$ cat src/rtl/lpif_pkg.sv
// Shared LPIF definitions: packet-path state encoding, default beat width and
// the end-of-packet byte marker helper used by both the TX and RX framing paths.
package lpif_pkg;

  localparam int LPIF_DATA_BYTES = 8;
  localparam int LPIF_MAX_BYTES  = 64;

  typedef enum logic [1:0] {
    ST_IDLE = 2'd0,
    ST_TLP  = 2'd1,
    ST_DLLP = 2'd2
  } lpif_state_e;

  // One-hot at the highest set bit; callers zero-extend their mask to the max width.
  function automatic logic [LPIF_MAX_BYTES-1:0] last_byte_onehot(
    input logic [LPIF_MAX_BYTES-1:0] bytevalid
  );
    logic [LPIF_MAX_BYTES-1:0] oh;
    oh = '0;
    for (int i = 0; i < LPIF_MAX_BYTES; i++) begin
      if (bytevalid[i]) begin
        oh    = '0;
        oh[i] = 1'b1;
      end
    end
    return oh;
  endfunction

endpackage

$ cat src/rtl/lpif_tx_grant.sv
// Packet grant decision for the LPIF TX arbiter: DLLP priority, with a
// run counter that hands the path to a waiting TLP after MAX_DLLP_RUN DLLPs.
module lpif_tx_grant #(
  parameter int MAX_DLLP_RUN = 4
) (
  input  logic clk,
  input  logic reset,
  input  logic in_idle,
  input  logic tx_enable,
  input  logic tlp_req,
  input  logic dllp_req,
  input  logic tlp_valid,
  input  logic accept,
  output logic gnt_tlp,
  output logic gnt_dllp
);

  logic [3:0] dllp_run_q, dllp_run_d;
  logic       tlp_starved;

  always_comb begin
    tlp_starved = (dllp_run_q >= 4'(MAX_DLLP_RUN));
    gnt_tlp     = 1'b0;
    gnt_dllp    = 1'b0;
    if (in_idle && tx_enable) begin
      if (tlp_req && dllp_req) begin
        gnt_tlp  = tlp_starved;
        gnt_dllp = !tlp_starved;
      end else begin
        gnt_tlp  = tlp_req;
        gnt_dllp = dllp_req;
      end
    end

    // Only grants whose first beat is actually taken move the counter.
    dllp_run_d = dllp_run_q;
    if (gnt_tlp && accept) begin
      dllp_run_d = 4'd0;
    end else if (gnt_dllp && accept && tlp_valid) begin
      if (dllp_run_q != 4'hF) dllp_run_d = dllp_run_q + 4'd1;
    end else if (in_idle && !tlp_valid) begin
      dllp_run_d = 4'd0;
    end
  end

  always_ff @(posedge clk or negedge reset) begin
    if (!reset) dllp_run_q <= 4'd0;
    else        dllp_run_q <= dllp_run_d;
  end

endmodule

$ cat src/rtl/lpif_tx_packet_arbiter.sv
// Packet-atomic arbiter sharing the LPIF TX byte path between TLP and DLLP sources.
// Optional LPIF_TX_EDB_EN adds tlp_abort / out_tlpedb for nullified TLP endings.
module lpif_tx_packet_arbiter
  import lpif_pkg::*;
#(
  parameter int DATA_BYTES   = LPIF_DATA_BYTES,
  parameter int MAX_DLLP_RUN = 4
) (
  input  logic                    clk,
  input  logic                    reset,
  input  logic                    tx_enable,
  input  logic                    tlp_valid,
  input  logic                    tlp_sop,
  input  logic                    tlp_eop,
  input  logic [8*DATA_BYTES-1:0] tlp_data,
  input  logic [DATA_BYTES-1:0]   tlp_bytevalid,
  output logic                    tlp_ready,
  input  logic                    dllp_valid,
  input  logic                    dllp_sop,
  input  logic                    dllp_eop,
  input  logic [8*DATA_BYTES-1:0] dllp_data,
  input  logic [DATA_BYTES-1:0]   dllp_bytevalid,
  output logic                    dllp_ready,
`ifdef LPIF_TX_EDB_EN
  input  logic                    tlp_abort,
  output logic [DATA_BYTES-1:0]   out_tlpedb,
`endif
  input  logic                    out_ready,
  output logic                    out_valid,
  output logic [8*DATA_BYTES-1:0] out_data,
  output logic [DATA_BYTES-1:0]   out_bytevalid,
  output logic [DATA_BYTES-1:0]   out_tlpstart,
  output logic [DATA_BYTES-1:0]   out_tlpend,
  output logic [DATA_BYTES-1:0]   out_dllpstart,
  output logic [DATA_BYTES-1:0]   out_dllpend,
  output logic                    busy
);

  localparam logic [DATA_BYTES-1:0] FIRST_OH = DATA_BYTES'(1);

  lpif_state_e state_q, state_d;

  logic                    load;
  logic                    gnt_tlp, gnt_dllp;
  logic                    sel_tlp, sel_dllp;
  logic [DATA_BYTES-1:0]   tlp_last, dllp_last;

  logic                    out_valid_q, out_valid_d;
  logic [8*DATA_BYTES-1:0] out_data_q, out_data_d;
  logic [DATA_BYTES-1:0]   out_bytevalid_q, out_bytevalid_d;
  logic [DATA_BYTES-1:0]   out_tlpstart_q, out_tlpstart_d;
  logic [DATA_BYTES-1:0]   out_tlpend_q, out_tlpend_d;
  logic [DATA_BYTES-1:0]   out_dllpstart_q, out_dllpstart_d;
  logic [DATA_BYTES-1:0]   out_dllpend_q, out_dllpend_d;
`ifdef LPIF_TX_EDB_EN
  logic [DATA_BYTES-1:0]   out_tlpedb_q, out_tlpedb_d;
`endif

  assign load = !out_valid_q || out_ready;

  lpif_tx_grant #(.MAX_DLLP_RUN(MAX_DLLP_RUN)) u_grant (
    .clk       (clk),
    .reset     (reset),
    .in_idle   (state_q == ST_IDLE),
    .tx_enable (tx_enable),
    .tlp_req   (tlp_valid && tlp_sop),
    .dllp_req  (dllp_valid && dllp_sop),
    .tlp_valid (tlp_valid),
    .accept    (load),
    .gnt_tlp   (gnt_tlp),
    .gnt_dllp  (gnt_dllp)
  );

  always_comb begin
    state_d    = state_q;
    tlp_ready  = 1'b0;
    dllp_ready = 1'b0;
    sel_tlp    = 1'b0;
    sel_dllp   = 1'b0;
    unique case (state_q)
      ST_IDLE: begin
        if (gnt_tlp) begin
          tlp_ready = load;
          sel_tlp   = load;
          if (load && !tlp_eop) state_d = ST_TLP;
        end else if (gnt_dllp) begin
          dllp_ready = load;
          sel_dllp   = load;
          if (load && !dllp_eop) state_d = ST_DLLP;
        end
      end
      ST_TLP: begin
        tlp_ready = load;
        sel_tlp   = load && tlp_valid;
        if (sel_tlp && tlp_eop) state_d = ST_IDLE;
      end
      ST_DLLP: begin
        dllp_ready = load;
        sel_dllp   = load && dllp_valid;
        if (sel_dllp && dllp_eop) state_d = ST_IDLE;
      end
      default: state_d = ST_IDLE;
    endcase
  end

  always_comb begin
    tlp_last        = DATA_BYTES'(last_byte_onehot(LPIF_MAX_BYTES'(tlp_bytevalid)));
    dllp_last       = DATA_BYTES'(last_byte_onehot(LPIF_MAX_BYTES'(dllp_bytevalid)));
    out_valid_d     = out_valid_q;
    out_data_d      = out_data_q;
    out_bytevalid_d = out_bytevalid_q;
    out_tlpstart_d  = out_tlpstart_q;
    out_tlpend_d    = out_tlpend_q;
    out_dllpstart_d = out_dllpstart_q;
    out_dllpend_d   = out_dllpend_q;
`ifdef LPIF_TX_EDB_EN
    out_tlpedb_d    = out_tlpedb_q;
`endif
    // Bubbles clear every field so the PHY never sees stale markers.
    if (load) begin
      out_valid_d     = sel_tlp || sel_dllp;
      out_data_d      = sel_tlp ? tlp_data : (sel_dllp ? dllp_data : '0);
      out_bytevalid_d = sel_tlp ? tlp_bytevalid : (sel_dllp ? dllp_bytevalid : '0);
      out_tlpstart_d  = (sel_tlp && tlp_sop) ? FIRST_OH : '0;
      out_tlpend_d    = (sel_tlp && tlp_eop) ? tlp_last : '0;
      out_dllpstart_d = (sel_dllp && dllp_sop) ? FIRST_OH : '0;
      out_dllpend_d   = (sel_dllp && dllp_eop) ? dllp_last : '0;
`ifdef LPIF_TX_EDB_EN
      out_tlpedb_d    = '0;
      if (sel_tlp && tlp_eop && tlp_abort) begin
        out_tlpedb_d = tlp_last;
        out_tlpend_d = '0;
      end
`endif
    end
  end

  always_ff @(posedge clk or negedge reset) begin
    if (!reset) begin
      state_q         <= ST_IDLE;
      out_valid_q     <= 1'b0;
      out_data_q      <= '0;
      out_bytevalid_q <= '0;
      out_tlpstart_q  <= '0;
      out_tlpend_q    <= '0;
      out_dllpstart_q <= '0;
      out_dllpend_q   <= '0;
`ifdef LPIF_TX_EDB_EN
      out_tlpedb_q    <= '0;
`endif
    end else begin
      state_q         <= state_d;
      out_valid_q     <= out_valid_d;
      out_data_q      <= out_data_d;
      out_bytevalid_q <= out_bytevalid_d;
      out_tlpstart_q  <= out_tlpstart_d;
      out_tlpend_q    <= out_tlpend_d;
      out_dllpstart_q <= out_dllpstart_d;
      out_dllpend_q   <= out_dllpend_d;
`ifdef LPIF_TX_EDB_EN
      out_tlpedb_q    <= out_tlpedb_d;
`endif
    end
  end

  assign out_valid     = out_valid_q;
  assign out_data      = out_data_q;
  assign out_bytevalid = out_bytevalid_q;
  assign out_tlpstart  = out_tlpstart_q;
  assign out_tlpend    = out_tlpend_q;
  assign out_dllpstart = out_dllpstart_q;
  assign out_dllpend   = out_dllpend_q;
`ifdef LPIF_TX_EDB_EN
  assign out_tlpedb    = out_tlpedb_q;
`endif
  assign busy          = (state_q != ST_IDLE);

endmodule

$ cat config.mk
export PLATFORM = sky130hd
export DESIGN_NAME = lpif_tx_packet_arbiter
export DESIGN_NICKNAME = d
export VERILOG_FILES = /design/src/rtl/lpif_pkg.sv /design/src/rtl/lpif_tx_grant.sv /design/src/rtl/lpif_tx_packet_arbiter.sv
export SDC_FILE = /design/constraint.sdc
export NUM_CORES = 1
export LEC_CHECK = 0
export CORE_ASPECT_RATIO = 2
export CORE_MARGIN = 4
export CORE_UTILIZATION = 40
export DETAILED_ROUTE_END_ITERATION = 10
export DONT_BUFFER_PORTS = 1
export REMOVE_ABC_BUFFERS = 1
export SLEW_MARGIN = 20
export SYNTH_ARGS = -nofsm -noshare
export SYNTH_HDL_FRONTEND = slang
export SYNTH_SLANG_ARGS = --single-unit
$ cat constraint.sdc
create_clock -name clk -period 7.17 [get_ports clk]
set_clock_uncertainty 0.15 [all_clocks]
set_input_delay 1.434 -clock clk [delete_from_list [all_inputs] [get_ports clk]]
set_output_delay 1.434 -clock clk [all_outputs]
set_load 0.005 [all_outputs]
After elaboration in Yosys (flattened, before gate mapping)
Index checks and enable logic that the tools add are counted.

Register bits: 111. Bits of input ports: 154. Output and inout bits: 108. Word-level logic and storage cells: 96.

Add/subtract/negate cells: 1. Magnitude comparators: 1. Eq/ne operators: 9. Muxes and demuxes: 46. Reductions and logical operators: 30.

Operators by type and width (number): $mux 8 (18); $mux 64 (2); $logic_and 1x1->1 (18); $mux 4 (4); $mux 2 (6); $mux 1 (11); $ne 3x3->1 const B (3); $pmux 1 s2 (4); $pmux 2 s3 (1); $logic_not 1->1 (5); $reduce_and 5->1 (1); $add 4x1->4 const B (1); $ge 4x3->1 const B (1); $ne 2x2->1 const B (2); $ne 4x4->1 const B (1); $ne 3x2->1 const B (1); $reduce_bool 3->1 (1); $eq 2x1->1 const B (1); $eq 2x2->1 const B (1); $logic_not 2->1 (1); $logic_or 1x1->1 (2); $reduce_and 2->1 (1); $reduce_bool 2->1 (1).

Depth between registers and ports, before layout
Depth after elaboration: 9. Gate-level depth with buffers: 6. Depth with buffers taken out: 5.

Hierarchy
From an unflattened synthesis, not the netlist that was laid out.

Cells, all modules: 450. Area total of the unflattened synthesis: 4415.5 um^2.

By module, submodules not included: lpif_tx_packet_arbiter (instances 1, cells each 416, area an instance 4135.2 um^2, seq. area each 2327.2 um^2); lpif_tx_grant (instances 1, cells each 34, area an instance 280.3 um^2, seq. area each 100.1 um^2).

Least setup slack after synthesis
OpenSTA, ideal clock, no wires.

Path kind: in2out. Start: input port out_ready. End: output port tlp_ready. Arrival time: 2589 ps. Data required time: 5586 ps. Path slack: 2997 ps. Stages: 5. Path buffers: 3. Cell sequence: nor2b_1 -> clkbuf_1 -> clkbuf_1 -> clkbuf_1 -> nor3_1.

Cells in the longest elaborated chain, start to end: 3.

RTL lines: from (decl) (line lpif_tx_packet_arbiter.sv:28) `input logic out_ready,`; $logic_or 1x1->1 * (line lpif_tx_packet_arbiter.sv:59) `assign load = !out_valid_q || out_ready;`; $mux 1 (line lpif_tx_packet_arbiter.sv:82) `if (gnt_tlp) begin`; $pmux 1 s2 * (line lpif_tx_packet_arbiter.sv:80) `unique case (state_q)`; to (decl) (line lpif_tx_packet_arbiter.sv:17) `output logic tlp_ready,`.

Every way passes the cells marked *; elsewhere a longest branch is shown, timed or not.

Worst setup path in the final report
Start: input port tx_enable. End: output port dllp_ready.

Cells in the longest elaborated chain, start to end: 5. Elaborated cells between the ends (all ways): 6.

RTL lines: from (decl) (line lpif_tx_packet_arbiter.sv:11) `input logic tx_enable,`; $logic_and 1x1->1 * (line lpif_tx_grant.sv:25) `if (in_idle && tx_enable) begin`; $mux 1 (line lpif_tx_grant.sv:25); $mux 1 (line lpif_tx_packet_arbiter.sv:86) `end else if (gnt_dllp) begin`; $mux 1 * (line lpif_tx_packet_arbiter.sv:82); $pmux 1 s2 * (line lpif_tx_packet_arbiter.sv:80); to (decl) (line lpif_tx_packet_arbiter.sv:23) `output logic dllp_ready,`.

Marks and branches as above.

==> results.txt <==
The run finished with clean final reports. Setup repair after global routing left no endpoint under its margin. The vertical die dimension came out at 158 µm.

For this design the ratio of total power to cell area is 338 nW/µm². The average routed wire per standard cell is 26.0 µm. The hold violation total from the final report came out at 0.

The number of warning messages in the yosys log is 0. The last weighted congestion value of the routability-driven placer came out at 0.809. The timing-limited maximum frequency is 250 MHz. The number of flops mapped to enable cells by yosys is 0.

The clock net in this run drives a total of 97 sinks. The core box area came out at 10900 µm². The share of final-layout standard cells stronger than drive strength 1 is 0.0765. STA classifies the critical path endpoint as a primary output. The H-tree was split into 3 levels.

The time the worst path needs with I/O delays and setup is 4000 ps. The number of I/O port buffers is 0. The detailed-routed wire length on met2 came out at 6.97 mm.

The worst slack after detailed placement came out at 2980 ps. The startpoint kind of the worst setup timing path is a primary input. VDD sags by at most 0.211 mV. For the worst-skew pair, the clock arrives at the later sink with an insertion delay of 340 ps.

In this run, CTS created clock tree buffers numbering 9. The pin slew with the least headroom to its limit is 759 ps. After the last flow step, the layout net total stands at 516. For this configuration, the core starts out at a cell density of 0.412. The area of the die came out at 13100 µm².

The number of nets still failing antenna checks after routing came out at 0. Hold repair after CTS inserted 0 buffers. The TritonCTS clock tree is done. Across the run, the number of max-cap violations was 0. The total met3 wirelength after detailed routing came out at 1.00 mm. The largest net degree at the start of global routing came out at 98. The top fanout value on the critical path came out at 5. The worst setup path category is in2out. The via count of the first global-routing pass is 3139. The buffer depth of the longest clock path came out at 2. The standby leakage power came out at 2.21 nW.

Detailed placement ended at an HPWL of 9.49 mm. The endpoint required time on the critical path came out at 5590 ps. In this run the top signal layer used is met4. The diode insertion count for antenna repair is 0.

The reg2reg setup slack is 3900 ps. The sum of overflow across all layers after global routing is 0. The setup TNS came out at 0 ps. The first-pass GRT wire length came out at 19.4 mm.

The final critical-path setup slack is 3170 ps. The die extent in x is 83.1 µm. The number of top-level pins came out at 262. Gates resized during post-CTS repair numbered 0. Synthesis instantiated 41 different standard cells from the library. The number of antenna violations at the first check in global routing came out at 0. Of the available clock period, the critical path in the final layout requires 0.558. In the routed design, unresolved DRC markers number 0. The post-synthesis area per instance came out at 12.0 µm².

The post-CTS repair timing setup buffer count is 0. The number of synthesized register bits came out at 97. The share of the Yosys chip area taken by registers is 0.538. Counting every instance in the synthesized netlist gives 375. The post-synthesis to final-layout area growth is 6.88%. The final setup violation count is 0. The async set-or-reset flop fraction in the synthesized netlist came out at 1.00. The mapped netlist covers 4510 µm². The routed via count is 3234.

The clock transition time at the flip-flop clock pins of the worst setup and hold paths came out at 60 ps. The total iterations of the first detailed-routing run is 4. The initial detailed-routing violation count is 216. The post-detailed-routing wire length is 13.2 mm. The worst hold-check path type is reg2reg. The most used flip-flop cell after synthesis is dfrtp_1. The floorplan has 54 rows. The worst max-slew margin expressed relative to the limit is 0.493. The wire length on met1 is 4.88 mm. The critical path arrival came out at 2420 ps. The number of slew-limit violations in the final report was 0. The master cell of the clock root buffer is clkbuf_16.

The per-cell via count in the routed design came out at 6.39. The global-route usage over all layers came out at 0.188.
## per-layer routing
layer | up-vias | GRT usage
met5 | - | 0
met4 | 0 | 0.0686
li1 | 1373 | -
met2 | 192 | 0.317
met3 | 26 | 0.0609
met1 | 1643 | 0.226
## kinds of logic (layout without fill, tap and decap cells)
family	after synthesis	count (layout)	share of synthesized area
and+or+nand+nor	123	123	0.169
AOI/OAI and AO/OA	105	105	0.221
buffers and inverters	47	25	0.0666
other	1	14	0.000831
DFF	97	97	0.538
muxes	1	1	0.00222
adders and majority gates	1	1	0.00277
## cell usage in the layout, fill, tap and decap left out, drive strengths merged, types with 2 or more instances in the layout
master,Yosys,layout
a31oi,5,5
buf,31,4
nand3,5,5
nand4,2,2
nand3b,3,3
a22o,7,7
bufinv,0,2
nor2b,5,5
conb,1,14
dfrtp,97,97
and2,73,73
a21oi,2,2
and3,2,2
nor4b,4,4
nand2,9,9
a32o,10,10
nor2,6,6
o21ai,3,3
a221o,72,72
clkbuf,11,11
clkinv,0,2
inv,5,6
or3b,2,2
nor3,4,4
## critical path, cell delays in order
cell	delay (ps)
or3b_4	390
or3b_4	410
a21oi_1	180
## sequential cells by signal (all words and copies together), names as in the netlist
signal              flops
out_tlpend              8
out_bytevalid           8
out_dllpstart           1
state_q                 2
out_valid               1
out_dllpend             8
out_tlpstart            1
u_grant.dllp_run_q      4
out_data               64
## power breakdown
group	internal (mW)	switching (mW)	total, mW
clock	0.318	0.209	0.527
combinational	0.139	0.172	0.311
sequential	0.676	0.115	0.791
total	1.13	0.497	1.63
## synth_stat cells, drive strengths merged (3+ instances only)
cell    instances  area, µm²
clkbuf         11       41.3
buf            31        240
nor4b           4       35.0
a22o            7       61.3
nand3           5       25.0
nor3            4       20.0
and2           73        457
nand3b          3       22.5
a221o          72        721
o21ai           3       15.0
nand2           9       33.8
a32o           10        101
dfrtp          97       2430
a31oi           5       31.3
inv             5       18.8
nor2            6       22.5
nor2b           5       31.3
## per-stage QoR
step	hold slack (ps)	util	instance area [µm²]	total power, mW	std cells
3_5_place_dp	354	0.410	4490	1.12	490
5_1_grt	381	0.441	4820	1.72	506
6_report	363	0.441	4820	1.63	506
3_3_place_gp	348	0.410	4490	1.10	490
4_1_cts	363	0.441	4820	1.65	506
2_1_floorplan	313	-	4280	0.994	346
## path summary, 6_finish.rpt
path,startpoint,to,cells past startpoint
worst min-delay path,u_grant.dllp_run_q[0]$_DFFE_PN0P_,u_grant.dllp_run_q[0]$_DFFE_PN0P_,1
worst min register to register,u_grant.dllp_run_q[0]$_DFFE_PN0P_,u_grant.dllp_run_q[0]$_DFFE_PN0P_,1
min in group asynchronous,reset,out_data[5]$_DFFE_PN0N_,0
worst max register to register,state_q[1]$_DFFE_PN0P_,out_data[50]$_DFFE_PN0N_,5
max in group asynchronous,reset,out_bytevalid[4]$_DFFE_PN0N_,0
worst max-delay path,tx_enable,dllp_ready,3
## area by class of cell
type | instances | area, µm²
repair buffers | 4 | 30.0
well taps | 140 | 175
flip-flops and latches | 97 | 2430
clock buffers | 11 | 243
clock inverters | 5 | 86.3
fillers | 1035 | 6120
multi-input cells | 244 | 1840
inverters | 5 | 18.8
Power figures use the tool's default switching activity.
